## src/rtl/audio_pkg.sv

```systemverilog
// audio_pkg: shared state encodings and PCM conversion helpers for the voice mixer.
package audio_pkg;

   // Per-voice envelope phases.
   typedef enum logic [1:0] {
      ENV_IDLE    = 2'd0,
      ENV_ATTACK  = 2'd1,
      ENV_SUSTAIN = 2'd2,
      ENV_RELEASE = 2'd3
   } env_state_e;

   // Mixer sequencing phases: wait for strobe, accumulate voices, emit result.
   typedef enum logic [1:0] {
      MIX_IDLE = 2'd0,
      MIX_ACC  = 2'd1,
      MIX_OUT  = 2'd2
   } mix_state_e;

   // Offset-binary midpoint 2**(dw-1), zero-extended to 64 bits.
   function automatic logic [63:0] PCM_MID(input int unsigned dw);
      PCM_MID = 64'd1 << (dw - 32'd1);
   endfunction

   // Offset-binary to two's complement: invert the MSB of a dw-bit code.
   function automatic logic [63:0] offset_to_signed(input logic [63:0] x, input int unsigned dw);
      offset_to_signed = x ^ PCM_MID(dw);
   endfunction

   // Two's complement to offset-binary: invert the MSB of a dw-bit value.
   function automatic logic [63:0] signed_to_offset(input logic [63:0] x, input int unsigned dw);
      signed_to_offset = x ^ PCM_MID(dw);
   endfunction

   // Clamp a signed value into the dw-bit two's complement range.
   function automatic logic signed [63:0] sat_signed(input logic signed [63:0] y, input int unsigned dw);
      logic signed [63:0] hi;
      logic signed [63:0] lo;
      hi = (64'sd1 <<< (dw - 32'd1)) - 64'sd1;
      lo = -(64'sd1 <<< (dw - 32'd1));
      if (y > hi) begin
         sat_signed = hi;
      end else if (y < lo) begin
         sat_signed = lo;
      end else begin
         sat_signed = y;
      end
   endfunction

endpackage

```

## src/rtl/voice_env.sv

```systemverilog
// voice_env: attack/sustain/release envelope for one voice, stepped on a shared tick.
module voice_env
   import audio_pkg::*;
#(
   parameter int ENVW = 8
) (
   input  logic            clk,
   input  logic            rst_n,
   input  logic            tick_i,
   input  logic            gate_i,
   input  logic [ENVW-1:0] attack_step_i,
   input  logic [ENVW-1:0] release_step_i,
   output logic [ENVW-1:0] level_o,
   output logic            active_o
);

   localparam logic [ENVW-1:0] LVL_MAX  = {ENVW{1'b1}};
   localparam logic [ENVW-1:0] LVL_ZERO = {ENVW{1'b0}};

   env_state_e      state_q, state_d;
   logic [ENVW-1:0] level_q, level_d;
   logic            active_q;
   logic [ENVW:0]   attack_sum_s;

   // Next envelope state and level; gate changes win over the tick step.
   always_comb begin
      state_d      = state_q;
      level_d      = level_q;
      attack_sum_s = {1'b0, level_q} + {1'b0, attack_step_i};
      case (state_q)
         ENV_IDLE: begin
            if (gate_i) begin
               state_d = ENV_ATTACK;
            end else begin
               state_d = ENV_IDLE;
            end
         end
         ENV_ATTACK: begin
            if (!gate_i) begin
               state_d = ENV_RELEASE;
            end else if (attack_step_i == LVL_ZERO) begin
               level_d = LVL_MAX;
               state_d = ENV_SUSTAIN;
            end else if (tick_i) begin
               if (attack_sum_s[ENVW] || (attack_sum_s[ENVW-1:0] == LVL_MAX)) begin
                  level_d = LVL_MAX;
                  state_d = ENV_SUSTAIN;
               end else begin
                  level_d = attack_sum_s[ENVW-1:0];
               end
            end else begin
               level_d = level_q;
            end
         end
         ENV_SUSTAIN: begin
            level_d = LVL_MAX;
            if (!gate_i) begin
               state_d = ENV_RELEASE;
            end else begin
               state_d = ENV_SUSTAIN;
            end
         end
         ENV_RELEASE: begin
            if (gate_i) begin
               state_d = ENV_ATTACK;
            end else if (release_step_i == LVL_ZERO) begin
               level_d = LVL_ZERO;
               state_d = ENV_IDLE;
            end else if (tick_i) begin
               if (release_step_i >= level_q) begin
                  level_d = LVL_ZERO;
                  state_d = ENV_IDLE;
               end else begin
                  level_d = level_q - release_step_i;
               end
            end else begin
               level_d = level_q;
            end
         end
         default: begin
            state_d = ENV_IDLE;
            level_d = LVL_ZERO;
         end
      endcase
   end

   // Envelope registers; the active flag is registered alongside the state.
   always_ff @(posedge clk or negedge rst_n) begin
      if (!rst_n) begin
         state_q  <= ENV_IDLE;
         level_q  <= LVL_ZERO;
         active_q <= 1'b0;
      end else begin
         state_q  <= state_d;
         level_q  <= level_d;
         active_q <= (state_d != ENV_IDLE);
      end
   end

   assign level_o  = level_q;
   assign active_o = active_q;

endmodule

```

## src/rtl/voice_mixer.sv

```systemverilog
// voice_mixer: time-multiplexed NCH-voice mixer with per-voice volume and envelope,
// one shared multiply-accumulate, saturating offset-binary output.
module voice_mixer
   import audio_pkg::*;
#(
   parameter int NCH     = 4,
   parameter int DW      = 16,
   parameter int VOLW    = 4,
   parameter int ENVW    = 8,
   parameter int ENV_DIV = 1024
) (
   input  logic [0:0]          clk,
   input  logic                rst_n,
   input  logic                sample_stb,
   input  logic [NCH*DW-1:0]   pcm_in,
   input  logic [NCH*VOLW-1:0] vol,
   input  logic [NCH-1:0]      gate,
   input  logic [ENVW-1:0]     attack_step,
   input  logic [ENVW-1:0]     release_step,
   output logic [DW-1:0]       pcm_out,
   output logic                out_valid,
   output logic                busy,
   output logic                overrun,
   output logic [NCH-1:0]      env_active
);

   localparam int CW    = (NCH > 1) ? $clog2(NCH) : 1;
   localparam int PW    = (ENV_DIV > 1) ? $clog2(ENV_DIV) : 1;
   localparam int ACCW  = DW + VOLW + ENVW + $clog2(NCH) + 1;
   localparam int SHIFT = VOLW + ENVW;

   localparam logic [DW-1:0] PCM_MID_C  = DW'(PCM_MID(DW));
   localparam logic [CW-1:0] CH_LAST    = CW'(NCH - 1);
   localparam logic [PW-1:0] PRESC_LAST = PW'(ENV_DIV - 1);

   // Envelope prescaler
   logic [PW-1:0]          presc_q;
   logic                   tick_s;
   logic [NCH*ENVW-1:0]    lvl_s;

   // Mix sequencer and snapshot
   mix_state_e             mix_q, mix_d;
   logic [CW-1:0]          ch_q, ch_d;
   logic signed [ACCW-1:0] acc_q, acc_d;
   logic [NCH*DW-1:0]      pcm_snap_q, pcm_snap_d;
   logic [NCH*VOLW-1:0]    vol_snap_q, vol_snap_d;
   logic [NCH*ENVW-1:0]    lvl_snap_q, lvl_snap_d;
   logic [DW-1:0]          pcm_out_q, pcm_out_d;
   logic                   out_valid_q, out_valid_d;
   logic                   busy_q, busy_d;
   logic                   overrun_q, overrun_d;

   // Datapath
   logic [DW-1:0]          pcm_sel_s;
   logic [VOLW-1:0]        vol_sel_s;
   logic [ENVW-1:0]        lvl_sel_s;
   logic signed [DW-1:0]   samp_s;
   logic signed [ACCW-1:0] prod_s;
   logic signed [ACCW-1:0] shift_s;
   logic signed [DW-1:0]   clip_s;
   logic [DW-1:0]          out_code_s;

   assign tick_s = (presc_q == PRESC_LAST);

   // Free-running envelope prescaler producing a one-cycle tick every ENV_DIV clocks.
   always_ff @(posedge clk or negedge rst_n) begin
      if (!rst_n) begin
         presc_q <= {PW{1'b0}};
      end else if (tick_s) begin
         presc_q <= {PW{1'b0}};
      end else begin
         presc_q <= presc_q + PW'(1);
      end
   end

   for (genvar i = 0; i < NCH; i++) begin : g_voice
      voice_env #(
         .ENVW (ENVW)
      ) u_env (
         .clk            (clk),
         .rst_n          (rst_n),
         .tick_i         (tick_s),
         .gate_i         (gate[i]),
         .attack_step_i  (attack_step),
         .release_step_i (release_step),
         .level_o        (lvl_s[i*ENVW +: ENVW]),
         .active_o       (env_active[i])
      );
   end

   // Shared MAC operand select, product and saturated output code.
   always_comb begin
      pcm_sel_s  = pcm_snap_q[ch_q*DW +: DW];
      vol_sel_s  = vol_snap_q[ch_q*VOLW +: VOLW];
      lvl_sel_s  = lvl_snap_q[ch_q*ENVW +: ENVW];
      samp_s     = DW'(offset_to_signed(64'(pcm_sel_s), DW));
      prod_s     = ACCW'(samp_s)
                 * ACCW'($signed({1'b0, vol_sel_s}))
                 * ACCW'($signed({1'b0, lvl_sel_s}));
      shift_s    = acc_q >>> SHIFT;
      clip_s     = DW'(sat_signed(64'(shift_s), DW));
      out_code_s = DW'(signed_to_offset(64'(clip_s), DW));
   end

   // Mix sequencer: snapshot on strobe, accumulate one voice per clock, then emit.
   always_comb begin
      mix_d       = mix_q;
      ch_d        = ch_q;
      acc_d       = acc_q;
      pcm_snap_d  = pcm_snap_q;
      vol_snap_d  = vol_snap_q;
      lvl_snap_d  = lvl_snap_q;
      pcm_out_d   = pcm_out_q;
      out_valid_d = 1'b0;
      busy_d      = busy_q;
      overrun_d   = 1'b0;
      case (mix_q)
         MIX_IDLE: begin
            if (sample_stb) begin
               pcm_snap_d = pcm_in;
               vol_snap_d = vol;
               lvl_snap_d = lvl_s;
               ch_d       = {CW{1'b0}};
               acc_d      = {ACCW{1'b0}};
               busy_d     = 1'b1;
               mix_d      = MIX_ACC;
            end else begin
               mix_d = MIX_IDLE;
            end
         end
         MIX_ACC: begin
            overrun_d = sample_stb;
            acc_d     = acc_q + prod_s;
            if (ch_q == CH_LAST) begin
               mix_d = MIX_OUT;
            end else begin
               ch_d = ch_q + CW'(1);
            end
         end
         MIX_OUT: begin
            overrun_d   = sample_stb;
            pcm_out_d   = out_code_s;
            out_valid_d = 1'b1;
            busy_d      = 1'b0;
            mix_d       = MIX_IDLE;
         end
         default: begin
            busy_d = 1'b0;
            mix_d  = MIX_IDLE;
         end
      endcase
   end

   // Mix sequencer, snapshot and output registers.
   always_ff @(posedge clk or negedge rst_n) begin
      if (!rst_n) begin
         mix_q       <= MIX_IDLE;
         ch_q        <= {CW{1'b0}};
         acc_q       <= {ACCW{1'b0}};
         pcm_snap_q  <= {(NCH*DW){1'b0}};
         vol_snap_q  <= {(NCH*VOLW){1'b0}};
         lvl_snap_q  <= {(NCH*ENVW){1'b0}};
         pcm_out_q   <= PCM_MID_C;
         out_valid_q <= 1'b0;
         busy_q      <= 1'b0;
         overrun_q   <= 1'b0;
      end else begin
         mix_q       <= mix_d;
         ch_q        <= ch_d;
         acc_q       <= acc_d;
         pcm_snap_q  <= pcm_snap_d;
         vol_snap_q  <= vol_snap_d;
         lvl_snap_q  <= lvl_snap_d;
         pcm_out_q   <= pcm_out_d;
         out_valid_q <= out_valid_d;
         busy_q      <= busy_d;
         overrun_q   <= overrun_d;
      end
   end

   assign pcm_out   = pcm_out_q;
   assign out_valid = out_valid_q;
   assign busy      = busy_q;
   assign overrun   = overrun_q;

endmodule

```

## config.mk

```make
export PLATFORM = sky130hd
export DESIGN_NAME = voice_mixer
export DESIGN_NICKNAME = d
export VERILOG_FILES = /design/src/rtl/audio_pkg.sv /design/src/rtl/voice_env.sv /design/src/rtl/voice_mixer.sv
export SDC_FILE = /design/constraint.sdc
export NUM_CORES = 1
export LEC_CHECK = 0
export ABC_CLOCK_PERIOD_IN_PS = 9400
export CAP_MARGIN = 25
export CORE_ASPECT_RATIO = 0.8
export CORE_MARGIN = 2
export CORE_UTILIZATION = 56
export CTS_CLUSTER_DIAMETER = 200
export DETAILED_ROUTE_END_ITERATION = 12
export PLACE_DENSITY = 0.85
export REMOVE_ABC_BUFFERS = 1
export SYNTH_ARGS = -nofsm -noshare
export SYNTH_HDL_FRONTEND = slang
export SYNTH_SLANG_ARGS = --single-unit
```

## constraint.sdc

```tcl
create_clock -name clk -period 9.4 [get_ports clk]
set_clock_uncertainty 0.05 [all_clocks]
set_input_delay 1.88 -clock clk [delete_from_list [all_inputs] [get_ports clk]]
set_output_delay 1.88 -clock clk [all_outputs]
set_load 0.005 [all_outputs]
```

### After elaboration in Yosys (flattened, before gate mapping)

Index checks and enable logic that the tools add are counted.

* register bits after elaboration: 220
* input port bits: 103
* output and inout port bits: 23
* logic and storage cells: 211

* add/subtract/negate cells: 11
* $mul: 2
* magnitude comparators: 6
* equality and inequality tests: 39
* shift-type cells: 3
* multiplexer cells: 95
* bitwise operators: 3
* reductions and logical operators: 29

Operator list (count)
* 2-to-1 mux 8 bit: 32
* case mux 8 bit (3 select lines): 4
* 2-to-1 mux 2 bit: 35
* variable part select 64 x 7 -> 16 bit: 1
* case mux 31 bit (2 select lines): 1
* adder 8 x 8 -> 9 bit: 4
* == test 8 bit, second input constant: 4
* greater-or-equal comparator 8 bit: 4
* 2-to-1 mux 16 bit: 2
* case mux 2 bit (4 select lines): 4
* variable part select 32 x 6 -> 8 bit: 1
* subtractor 8 bit: 4
* adder 31 x 30 -> 31 bit: 1
* 2-to-1 mux 31 bit: 1
* multiplier 21 x 9 -> 30 bit: 1
* != test 2 bit, second input constant: 11
* multiplier 16 x 5 -> 21 bit: 1
* == test 2 bit, second input constant: 10
* AND reduction 5 bit: 4
* greater-than comparator 19 x 16 -> 1 bit, second input constant: 1
* < comparator 19 x 16 -> 1 bit, second input constant: 1
* != test 3 bit, second input constant: 6
* logical NOT 8 bit: 2
* variable part select 16 x 5 -> 4 bit: 1
* other kinds (17): 52

### Logic depth before layout (Yosys ltp)

Gate-level depths: netlist of run 1.

* word-level depth: 9
* gate-level depth with buffers: 40
* mapped depth without buffers: 36

### Hierarchy

A second synthesis of run 1 with hierarchy kept.

* cells, all modules: 2462
* area, all modules: 23328.6 µm²

By module, submodules not included
* voice_mixer: times used 1, cells an instance 1658, area each 16747.3 µm², seq. area each 4405.5 µm²
* voice_env: times used 4, cells an instance 201, area each 1645.3 µm², seq. area each 275.3 µm²

### Least setup slack after synthesis of run 1

No wires, ideal clock.

* kind: reg-to-reg
* from: register ch_q[1]
* to: register acc_q[29]
* setup time: 0.122 ns
* arrival: 10.237 ns
* required time: 9.228 ns
* path slack: -1.009 ns
* cell stages (with the launch flop): 39
* buffers on the path: 4
* clock period less this slack: 10.409 ns
* cells stage by stage: dfrtp_1 -> buf_2 -> buf_1 -> clkbuf_1 -> buf_1 -> mux4_2 -> and2_1 -> ha_1 -> inv_1 -> fa_1 -> fa_1 -> inv_1 -> ha_1 -> a21oi_1 -> o21ai_1 -> a31o_2 -> a21o_1 -> nor3_1 -> [3 not listed] -> fa_1 -> inv_1 -> fa_1 -> fa_1 -> fa_1 -> inv_1 -> fa_1 -> inv_1 -> ha_1 -> a21o_1 -> a21o_1 -> a21oi_1 -> o221ai_1 -> a22oi_1 -> a31oi_1 -> o311a_1 -> or3_1 -> a32o_1

* cells in the longest elaborated chain, start to end: 6
* elaborated cells on any way between the ends: 8
* those cells by class: add/sub: 1; mul: 2; shift: 3; mux: 1; bitwise: 1

Ends and longest elaborated chain
* start: declaration: RTL line voice_mixer.sv:43 `logic [CW-1:0] ch_q, ch_d;`
* start signal: assignment: RTL line voice_mixer.sv:158 `ch_q <= {CW{1'b0}};`
* start signal: assignment: RTL line voice_mixer.sv:169 `ch_q <= ch_d;`
* variable part select 64 x 7 -> 16 bit: RTL line voice_mixer.sv:93 `pcm_sel_s = pcm_snap_q[ch_q*DW +: DW];`
* inverter 1 bit (no source line)
* multiplier 16 x 5 -> 21 bit: RTL line voice_mixer.sv:98 `* ACCW'($signed({1'b0, vol_sel_s}))`
* multiplier 21 x 9 -> 30 bit *: RTL line voice_mixer.sv:99 `* ACCW'($signed({1'b0, lvl_sel_s}));`
* adder 31 x 30 -> 31 bit *: RTL line voice_mixer.sv:133 `acc_d = acc_q + prod_s;`
* case mux 31 bit (2 select lines) *: RTL line voice_mixer.sv:117 `case (mix_q)`
* end signal: assignment: RTL line voice_mixer.sv:159 `acc_q <= {ACCW{1'b0}};`
* end: declaration: RTL line voice_mixer.sv:44 `logic signed [ACCW-1:0] acc_q, acc_d;`

Mark *: on every way between the ends. The rest lies on a longest branch, timed or not.
A chain may end at the register's enable or synchronous reset.

### Worst setup path in the final report of run 1

* from: register ch_q[0]
* to: register acc_q[24]

Same word-level chain as after synthesis.

==> metrics.yaml, run 1 <==
io_buffers: 125
synthArstFlopShare_pct: 100
h-tree-depth: 1
syn_area_sq_mm: 0.0213
synth_edf_count: 0
fin_crit_sh_pct: 117
die-width_um: 222
reg2regPathDepth: 38
die-area_sq_mm: 0.0396
arrival_ns: 11.33
critPathSlowestCell: "fa_1"
post_layout_nonfiller_instances: 2987
wire_per_inst_um: 23.8
drv_cap: 0
hold_class: "reg -> reg"
violations: "negative setup slack"
syn_inst: 2217
area_growth_pct: 22.6
drtIter0Drc: 2214
grt_pass1_vias: 19200
synthTopCellsByArea: "dfrtp_1 (26%), fa_1 (18%), ha_1 (11%)"
rows: 63
hold_viol_final: 0
rsz0062_at_grt: "yes"
grt-ovfl-total: 0
via_per_inst: 6.32
setup_viol: 19
insertion_delay_ns: 0.57
gp_congestion: 0.937
antenna_found_initial: 2
synth_seq_area_share_pct: 25.8
synth.most_common_cell: "inv_1"
crit_type: "reg -> reg"
worstSetupStartpointType: "flip-flop"
rrSetupSlack_ns: -1.56
ys.flop_type: "dfrtp_1"
yosys-top-cells-count: "inv_1 (338), dfrtp_1 (219), fa_1 (196)"
yosys_warnings: 0
maxSlewViolCount: 0
fp.dieH_um: 178
place_inst: 2895
min_path_cells: 2
ant_nets: 0
max_freq_ghz: 0.0913
critical-path-max-stage-delay_ns: 0.75
grt_pass1_wl_mm: 96.8
synth_cell_type_count: 67
cts.sinks: 220
remaining_drc_errors: 0
cp.required_ns: 9.77
vias: 18900
finalWirelength_mm: 71.0
cts_tree: "yes"
path_max_fanout: 8
post-dp-hpwl_mm: 41.2
yosys.area.top_type_share_pct: 25.7
antenna_cells: 0
grt_usage_pct: 30.4
outcome: "finished, violations left"
end_kind: "flip-flop"
start_util_pct: 57.2
worst_slew_pin_slew_ns: 1.27
root_buffer: "clkbuf_16"
fin_ws_ns: -1.56
firstDrtPassIters: 8
clk_pin_slew_ns: 0.07
grt_max_degree: 142
clk_path_buf_depth: 3
ctsHoldBuffers: 0
fin_nets: 2964
syn_avg_cell_area_sq_um: 9.61
numCtsBuffers: 24
worst_path_most_repeated_cell: "fa_1"
relSlewSlack_pct: 15.7
ys_seq_elements: 220
synth_top_area_cell: "dfrtp_1"
period_minus_slack_ns: 10.96
coreArea_sq_mm: 0.0373
final_layout_size_suffix_gt1_share_pct: 20.6
io_pins: 126
## cells in the final DEF, fill, tap and decap left out, drive strengths merged, types with 8 or more instances in the layout
cell,n
a21oi,106
o21bai,30
nand2,191
a31oi,21
mux4,24
inv,339
nand4,14
fa,196
xnor2,72
o22ai,17
mux2i,9
dfrtp,219
ha,183
nor3,16
o21a,14
and3,11
a21boi,8
clkdlybuf4s50,124
a21o,49
a211oi,10
clkbuf,32
o31ai,14
xor2,49
nor2,173
nand3,12
buf,179
nand2b,18
and2,54
o21ai,91
nor2b,19
mux2,114
## cell type report
type	count	area, sq um
clock inverter	13	176
sequential	220	5510
timing repair buffer	304	2700
fill	2402	11200
multi-input combinational	1593	15200
tap	487	609
inverter	339	1270
clock buffer	31	677
## kinds of logic (layout without fill, tap and decap cells)
kind of cell	after synthesis	after routing	synth area share, %
AOI/OAI and AO/OA	407	407	12.2
buffers and inverters	405	687	7.26
xor gates and xnor gates	121	121	4.97
muxes	146	147	8.99
and+or+nand+nor	539	539	11.6
DFF	220	220	25.8
adders and majority gates	379	379	29.2
## critical path: cells and delay by family, from the launching register on
kind,cells,cell delay [ns]
adder cells (fa/ha/maj),10,4.72
XOR/XNOR,2,0.44
AND/OR/NAND/NOR,8,1.41
multiplexers,1,0.63
AO/OA/AOI/OAI,7,1.65
flip-flops,1,0.44
buffers and inverters,10,1.43
## metal layers
layer	GRT usage (%)	vias to the layer above	wire, um
met5	0	-	25
met4	16.6	4	6180
met3	4.74	529	8260
met2	53.0	1333	32400
met1	36.6	9130	24200
li1	-	7871	-
## timing repair
item | CTS | global route
endpoints found under the setup margin | 12 | 16
gates resized for setup | 106 | 91
hold endpoints to repair | 0 | 0
buffers inserted | 28 | 26
pin swaps | 85 | 71
gates cloned | 1 | 0
## sequential cells by signal (all words and copies together) (netlist names)
name and cells:
g_voice.u_env.state_q 8, mix_q 2, pcm_out 16, out_valid 1
ch_q 2, pcm_snap_q 64, presc_q 10, overrun 1
vol_snap_q 16, acc_q 31, g_voice.u_env.level_o 32, g_voice.u_env.active_o 4
lvl_snap_q 32, busy 1
## metrics by stage
stage	hold slack (ns)	utilization, %	TNS [ns]	setup slack [ns]	area, sq um
2_1_floorplan	0.389	-	-9.82	-1.17	21000
3_3_place_gp	0.400	64.2	-0.215	-0.160	23900
3_5_place_dp	0.415	64.2	-3.02	-0.546	23900
4_1_cts	0.425	68.6	-0.0201	-0.0106	25600
5_1_grt	0.430	70.1	-23.95	-1.77	26100
6_report	0.420	70.1	-20.49	-1.56	26100
## worst paths after layout
kind	startpoint	endpoint
worst max-delay path	ch_q[0]	acc_q[24]
worst min-delay path	pcm_out[15]	pcm_out[15]
worst max register to register	ch_q[0]	acc_q[24]
worst min register to register	pcm_out[15]	pcm_out[15]
max in group asynchronous	rst_n	pcm_out[15]
min in group asynchronous	rst_n	g_voice[3].u_env.active_o
Power of run 1 is left out: the tool's default activity adds up to more than one toggle a clock period on the data nets, which glitch-free logic cannot reach.
==> run 2: changes to the inputs <==
--- a/config.mk
+++ b/config.mk
@@ -12,6 +12,7 @@
 export CORE_UTILIZATION = 56
 export CTS_CLUSTER_DIAMETER = 200
 export DETAILED_ROUTE_END_ITERATION = 12
+export GPL_ROUTABILITY_DRIVEN = 0
 export PLACE_DENSITY = 0.85
 export REMOVE_ABC_BUFFERS = 1
 export SYNTH_ARGS = -nofsm -noshare
==> run 2 against run 1 <==
The flow still finishes with violations (negative setup slack); utilization decreased by 0.78 points; critical path depth decreased by 3; final cell count decreased by 0.67%; highest routed layer is now met4; count of clock-buffer cells in the layout decreased by 4; critical path type unchanged; die area unchanged; largest cell class unchanged.
==> metrics.yaml, run 2 (same netlist as run 1, synthesis figures left out) <==
outcome: "finished, violations left"
violations: "negative setup slack"
relSlewSlack_pct: 17.3
period_minus_slack_ns: 10.80
crit_type: "reg -> reg"
ctsHoldBuffers: 0
vias: 18700
root_buffer: "clkbuf_16"
io_buffers: 125
area_growth_pct: 21.3
drv_cap: 0
setup_viol: 17
ant_nets: 0
drtIter0Drc: 2056
critical-path-max-stage-delay_ns: 0.78
numCtsBuffers: 24
final_layout_size_suffix_gt1_share_pct: 19.6
grt_usage_pct: 29.0
grt-ovfl-total: 0
hold_viol_final: 0
io_pins: 126
fin_ws_ns: -1.40
wire_per_inst_um: 23.0
post-dp-hpwl_mm: 41.5
via_per_inst: 6.32
fin_crit_sh_pct: 115
rsz0062_at_grt: "yes"
hold_class: "reg -> reg"
nFillCells: 2393
cp.required_ns: 9.82
antenna_found_initial: 1
clk_path_buf_depth: 3
final_cell_mix: "inv_1 (324), dfrtp_1 (218), fa_1 (191)"
critPathSlowestCell: "fa_1"
maxSlewViolCount: 0
place_inst: 2894
worst_slew_pin_slew_ns: 1.24
end_kind: "flip-flop"
largest_reg_flops: 64
h-tree-depth: 1
insertion_delay_ns: 0.58
grt_pass1_vias: 18800
arrival_ns: 11.22
post-route-util_pct: 69.3
final_common_cell: "inv_1"
fp.dieH_um: 178
start_util_pct: 57.2
reg2regPathDepth: 35
max_freq_ghz: 0.0926
coreArea_sq_mm: 0.0373
grt_max_degree: 85
path_max_fanout: 8
die-width_um: 222
min_path_cells: 2
regMostFlops: "pcm_snap_q"
clk_pin_slew_ns: 0.07
worst_path_most_repeated_cell: "fa_1"
grt_pass1_wl_mm: 92.5
firstDrtPassIters: 8
place_ws_ns: -0.416
cts_tree: "yes"
rows: 63
die-area_sq_mm: 0.0396
worstSetupStartpointType: "flip-flop"
post_layout_nonfiller_instances: 2967
cts.sinks: 220
finalWirelength_mm: 68.3
fin_nets: 2946
remaining_drc_errors: 0
## run 2: final timing paths
check / from / endpoint / slack (ns)
min in group asynchronous: rst_n / pcm_snap_q[4] / 1.20
setup / recovery: ch_q[0] / acc_q[29] / -1.40
setup reg to reg: ch_q[0] / acc_q[29] / -1.40
max in group asynchronous: rst_n / pcm_out[15] / 7.07
hold reg to reg: acc_q[28] / acc_q[28] / 0.43
hold / removal: acc_q[28] / acc_q[28] / 0.43
## run 2: layout make-up
class | count | area (sq um) | area share, %
timing repair buffer | 286 | 2610 | 10.1
clock buffer | 27 | 612 | 2.37
tap | 487 | 609 | 2.36
antenna | 1 | 2.50 | 0.00968
sequential | 220 | 5510 | 21.3
multi-input combinational | 1593 | 15100 | 58.3
clock inverter | 14 | 160 | 0.620
inverter | 339 | 1270 | 4.93
## run 2: per-layer routing
metal / up-vias / part of all wire (%) / GRT usage, %
li1: 7852 / - / -
met1: 9091 / 34 / 34.6
met2: 1295 / 47 / 50.9
met3: 502 / 10 / 4.74
met4: 0 / 8.4 / 15.1
met5: - / 0 / 0
## run 2: worst max-delay path, delay by kind of cell (launching register included)
kind            cells  cell delay, ns
compound gates     13            3.07
xor+xnor            1            0.19
fa+ha+maj           9            4.41
buf+inv             8            1.16
flops               1            0.46
mux                 1            0.63
simple gates        3            0.70
## run 2: stage by stage
| stage | hold WS (ns) | setup TNS (ns) | instance area [sq um] |
|---|---|---|---|
| floorplan | 0.389 | -9.82 | 21000 |
| global placement | 0.401 | -0.181 | 23900 |
| detailed placement | 0.414 | -1.20 | 23900 |
| CTS | 0.429 | 0 | 25100 |
| global route | 0.453 | -16.09 | 25800 |
| finish | 0.430 | -12.78 | 25800 |
## run 2: repair_timing
action,4_1_cts,5_1_grt
endpoints found under the setup margin,8,16
gates resized for setup,72,105
gates cloned,1,0
hold endpoints to repair,0,0
pin swaps,44,55
setup buffers,7,20
Power of run 2 is left out for the same reason.
